File: config.mk
export PLATFORM = sky130hd
export DESIGN_NAME = alu_sub8b_ser
export DESIGN_NICKNAME = d
export VERILOG_FILES = /design/src/rtl/alu_sub8b_ser_pkg.sv /design/src/rtl/alu_sub8b_ser_fsub1b.sv /design/src/rtl/alu_sub8b_ser.sv
export SDC_FILE = /design/constraint.sdc
export NUM_CORES = 1
export LEC_CHECK = 0
export ABC_AREA = 0
export ABC_CLOCK_PERIOD_IN_PS = 1500
export BUFFER_PORTS_ARGS = -buffer_cell sky130_fd_sc_hd__buf_2
export CELL_PAD_IN_SITES_DETAIL_PLACEMENT = 1
export CELL_PAD_IN_SITES_GLOBAL_PLACEMENT = 1
export CORE_MARGIN = 2
export CORE_UTILIZATION = 40
export CTS_BUF_LIST = sky130_fd_sc_hd__clkbuf_2
export DETAILED_ROUTE_END_ITERATION = 12
export PLACE_DENSITY = 0.81
export SETUP_SLACK_MARGIN = 0.5
export SKIP_LAST_GASP = 1
export SYNTH_ARGS = -nofsm -noshare
export SYNTH_HDL_FRONTEND = slang
export SYNTH_SLANG_ARGS = --single-unit
File: constraint.sdc
create_clock -name iCLK -period 1.5 [get_ports iCLK]
set_input_delay 0.3 -clock iCLK [delete_from_list [all_inputs] [get_ports iCLK]]
set_output_delay 0.3 -clock iCLK [all_outputs]
set_load 0.02 [all_outputs]
File: src/rtl/alu_sub8b_ser_pkg.sv
// Shared types and constants for the bit-serial 8085 subtractor.
package alu_sub8b_ser_pkg;

  typedef enum logic [1:0] {
    ST_IDLE  = 2'd0,
    ST_SHIFT = 2'd1,
    ST_DONE  = 2'd2
  } sub_state_t;

  localparam int DATASIZE_DEF = 8;

  function automatic int cnt_w(input int n);
    return (n > 1) ? $clog2(n) : 1;
  endfunction

  localparam int CNT_W = cnt_w(DATASIZE_DEF);

endpackage

File: src/rtl/alu_sub8b_ser_fsub1b.sv
// One-bit full subtractor: d = a - b - bi, bo is the borrow out.
module alu_fsub1b (
  input  logic a,
  input  logic b,
  input  logic bi,
  output logic d,
  output logic bo
);

  assign d  = a ^ b ^ bi;
  assign bo = (~a & b) | (~a & bi) | (b & bi);

endmodule

File: src/rtl/alu_sub8b_ser.sv
// Bit-serial subtract-with-borrow, LSB first, with full borrow chain
// and S/Z/P flags for the 8085 SUB/SBB/CMP paths.
module alu_sub8b_ser
  import alu_sub8b_ser_pkg::*;
#(
  parameter int DATASIZE = DATASIZE_DEF
) (
  input  logic                iCLK,
  input  logic                iRSTn,
  input  logic                iStart,
  input  logic [DATASIZE-1:0] iA,
  input  logic [DATASIZE-1:0] iB,
  input  logic                iBrw,
  output logic [DATASIZE-1:0] oD,
  output logic [DATASIZE-1:0] oB,
  output logic                oS,
  output logic                oZ,
  output logic                oP,
  output logic                oBusy,
  output logic                oDone
);

  localparam int CW = cnt_w(DATASIZE);
  localparam logic [CW-1:0] LAST = CW'(DATASIZE - 1);

  sub_state_t r_state, w_next;

  logic [DATASIZE-1:0] r_a, r_b, r_dsh, r_bsh;
  logic [DATASIZE-1:0] r_od, r_ob;
  logic                r_bi, r_os, r_oz, r_op;
  logic [CW-1:0]       r_cnt;

  logic                w_d, w_bo, w_last;
  logic [DATASIZE-1:0] w_dn, w_bn;

  alu_fsub1b u_fsub (
    .a  (r_a[0]),
    .b  (r_b[0]),
    .bi (r_bi),
    .d  (w_d),
    .bo (w_bo)
  );

  // Results enter at the MSB so bit 0 lands in place after DATASIZE shifts
  assign w_dn   = {w_d,  r_dsh[DATASIZE-1:1]};
  assign w_bn   = {w_bo, r_bsh[DATASIZE-1:1]};
  assign w_last = (r_cnt == LAST);

  always_ff @(posedge iCLK or negedge iRSTn) begin
    if (!iRSTn) r_state <= ST_IDLE;
    else        r_state <= w_next;
  end

  always_comb begin
    w_next = r_state;
    unique case (r_state)
      ST_IDLE:  if (iStart) w_next = ST_SHIFT;
      ST_SHIFT: if (w_last) w_next = ST_DONE;
      ST_DONE:  w_next = ST_IDLE;
      default:  w_next = ST_IDLE;
    endcase
  end

  always_ff @(posedge iCLK or negedge iRSTn) begin
    if (!iRSTn) begin
      r_a   <= '0;
      r_b   <= '0;
      r_bi  <= 1'b0;
      r_dsh <= '0;
      r_bsh <= '0;
      r_cnt <= '0;
      r_od  <= '0;
      r_ob  <= '0;
      r_os  <= 1'b0;
      r_oz  <= 1'b0;
      r_op  <= 1'b0;
    end else begin
      unique case (r_state)
        ST_IDLE: begin
          if (iStart) begin
            r_a   <= iA;
            r_b   <= iB;
            r_bi  <= iBrw;
            r_cnt <= '0;
          end
        end
        ST_SHIFT: begin
          r_a   <= r_a >> 1;
          r_b   <= r_b >> 1;
          r_bi  <= w_bo;
          r_dsh <= w_dn;
          r_bsh <= w_bn;
          r_cnt <= r_cnt + 1'b1;
          if (w_last) begin
            r_od <= w_dn;
            r_ob <= w_bn;
            r_os <= w_dn[DATASIZE-1];
            r_oz <= ~|w_dn;
            r_op <= ~^w_dn;
          end
        end
        default: ;
      endcase
    end
  end

  assign oD    = r_od;
  assign oB    = r_ob;
  assign oS    = r_os;
  assign oZ    = r_oz;
  assign oP    = r_op;
  assign oBusy = (r_state == ST_SHIFT);
  assign oDone = (r_state == ST_DONE);

endmodule

==> results by group <==
Pwr
  • Clk pwr share: 0.087
  • Net Switching: around 3.3 mW
  • Pint: about 5.5 mW
  • Peak supply drop: 972 uV
  • Flop pwr share: 0.301
  • Static leakage: between 1.5 and 2 nW
  • Gate power share: 0.612
  • Switching Share: 0.375
  • P per Cell Area: 2380 mW/mm2
  • Total power: about 8.8 mW

Detailed routing
  • Post-route DRC: 0
  • Initial drt markers: 53
  • Top routing layer in use: met4
  • Pre-antenna DRT Iters: 4
  • Post-route ant nets: 0
  • DRT Wirelength: 6.87 mm
  • Wl on met1: between 2 and 3 mm
  • Met3 routed WL: 278 um
  • Vias per cell: 5.05
  • Vias: 1897
  • DR WL/cell: 18.3 um
  • Met2 wire len: ~3.8 mm

Logic synthesis
  • Sequential-to-total area share from yosys stat: 0.564
  • EDFF count, synth: 0
  • Syn_nets: around 230
  • Async S/R FF share, synth: 1.00
  • Dominant cells by area after synthesis: dfrtp_1 56%, mux2_4 8.1%, o21ai_0 6.3%
  • Most instantiated cells after synthesis: 54 x dfrtp_1, 33 x nand2_1, 30 x o21ai_0
  • Synthesized area per cell: 12.0 um2
  • Primary FF master, synth: dfrtp_1
  • Share of the synthesized area in the top cell type: 0.564
  • Ys Warns: 0
  • Cell accounting for the most synthesized area: dfrtp_1
  • Post-Syn Instances: 199
  • Flops & latches, synth: 54
  • Synth cell types: 27
  • Top-count cell post-synth: dfrtp_1
  • Cell Area, Synth: 0.00240 mm2

CTS
  • Num CTS Buffers: 5
  • Root Buffer: clkbuf_2
  • CTS clk-pin slew, worst paths: between 0.2 and 0.3 ns
  • Sink Count: 54
  • H-tree Lvls: 2
  • Clk_lat worst skew: 0.46 ns
  • Clock Path Buffers: 2
  • CTS tree: built

Critical path
  • Buffers plus inverters on the worst setup path: 0
  • Worst path required time: 1.89 ns
  • Critical path's top delay family: adder cells
  • Crit-path slowest cell: fa_2
  • Critical path type: reg2reg
  • Critical path startpoint category: flop
  • Critical Path Fanout Max: 2
  • Largest stage delay, worst path: 0.62 ns
  • Arrival @ worst endpoint: about 2.1 ns
  • Worst path cell trace: fa_2 > ha_4 > xnor2_2 > xnor2_1 > o21ai_1
  • CP endpoint kind: flop

Global routing
  • Initial antenna violation count: 0
  • Largest net degree at the start of global routing: 55
  • Total track usage: 0.189
  • Vias in the first global route: 1916
  • First-pass GRT wire length: approximately 9.3 mm
  • Overflow left after global routing: 0

STA
  • Setup ws final: -0.234 ns
  • Final Cycle Share: 1.16
  • Fin. max-slew vios: 0
  • Worst Tran Pin Value: slightly below 0.3 ns
  • Final number of setup-violating endpoints: 24
  • Final hold viol count: 0
  • Slew headroom: 0.802
  • Final Skew: 0.0346 ns
  • Max Freq: 577 MHz
  • Post-layout min period: 1.73 ns
  • RSZ-0062 raised after global routing: yes

Placement
  • Final HPWL DP: 3.32 mm
  • Placed inst area: 0.00273 mm2
  • I/O Buffers: 40
  • GP Congestion: 0.753

Floorplanning
  • Die area: around 0.0066 mm2
  • Die height: 81.4 um
  • Top-Level Pins: ~40
  • Row cnt: 28
  • Core area: 0.00585 mm2
  • Starting density of the core: 0.410
  • Die W: roughly 81 um

Finish
  • Ratio of cells with drive above 1 in the final layout: 0.548
  • Post-route cell area: 0.00371 mm2
  • Util after Layout: 0.635
  • Post-layout nets: 327
  • Area grow syn2layout: 54.9%
  • Inserted Diodes: 0

Outcome
  • Status: finished, violations left
  • Violated checks: negative setup slack

Job
  • Max-cap violation count: 0

Hold path
  • HP Class: in2reg
-- per-layer routing --
layer,vias up,track usage
met5,-,0
met4,0,0.0458
met3,14,0.0489
met2,56,0.345
met1,950,0.218
li1,877,-
-- cells in the final DEF, fill, tap and decap left out, drive strengths merged --
cell and n:
nor2b 2, fa 1, buf 101, o21ai 34, a21oi 2, xnor2 2, o21bai 1, nor2 2
mux2i 14, nand3b 2, nand2b 2, nand4 1, dlygate4sd3 2, inv 11, dfrtp 54, nand2 33
ha 6, o22ai 1, clkinvlp 2, bufinv 1, a32o 1, clkbuf 8, mux2 15, a22o 2
xor2 1
-- logic make-up (layout without fill, tap and decap cells) --
group,after synthesis,after routing,synth area share
fa+ha+maj,7,7,0.0397
xor+xnor,3,3,0.0110
mux,29,29,0.149
simple gates,41,42,0.0794
flops,54,54,0.564
buf+inv,24,125,0.0595
compound gates,41,41,0.0971
-- worst register-to-register path, cell delays in order (launching register included) --
cell     delay, ns
dfrtp_1       0.47
fa_2          0.62
ha_4          0.22
xnor2_2       0.17
xnor2_1       0.13
o21ai_1       0.09
-- layout make-up --
class                      instances  area, um2
fill                             605       2140
sequential                        54       1350
multi-input combinational        122       1090
timing repair buffer             105       1060
tap                               75       93.8
inverter                          12       53.8
clock inverter                     2       37.5
clock buffer                       6       30.0
-- path summary, 6_finish.rpt --
check | startpoint | slack (ns) | cells past startpoint | end
worst max-delay path | r_bi | -0.23 | 5 | oP
worst min-delay path | iB[7] | 0.12 | 2 | r_b[7]
max in group asynchronous | iRSTn | 0.92 | 3 | r_b[7]
worst min register to register | r_a[6] | 0.52 | 2 | r_a[6]
worst max register to register | r_bi | -0.23 | 5 | oP
min in group asynchronous | iRSTn | 0.29 | 3 | oD[3]
-- power by group through the flow --
stage / combinational [mW] / clock (mW) / sequential (mW)
floorplan: 2.08 / 0 / 2.73
global placement: 2.88 / 0 / 2.52
detailed placement: 3.01 / 0 / 2.58
CTS: 4.18 / 0.780 / 2.56
global route: 5.81 / 0.851 / 2.72
finish: 5.40 / 0.768 / 2.65
-- registers in the layout (all words and copies together) (netlist names) --
name,count
oP,1
r_state,2
r_cnt,3
r_a,8
oZ,1
oB,8
r_dsh,7
r_bsh,7
r_bi,1
oD,8
r_b,8
-- metrics by stage --
stage | worst slack (ns) | hold slack, ns | cells | setup TNS (ns)
6_report | -0.234 | 0.120 | 376 | -3.81
5_1_grt | -0.319 | 0.0679 | 376 | -5.09
4_1_cts | -0.244 | 0.0224 | 351 | -0.612
3_5_place_dp | -0.257 | 0.322 | 312 | -0.257
3_3_place_gp | -0.166 | 0.317 | 312 | -0.166
2_1_floorplan | -0.151 | 0.00441 | 199 | -0.151
-- timing repair --
action	CTS	global route
setup endpoints to repair	75	75
setup buffers	27	22
gates resized for setup	72	52
hold endpoints to repair	54	1
hold buffers	1	1
pin swaps	15	10
gates cloned	3	2
Power figures use the tool's default switching activity.
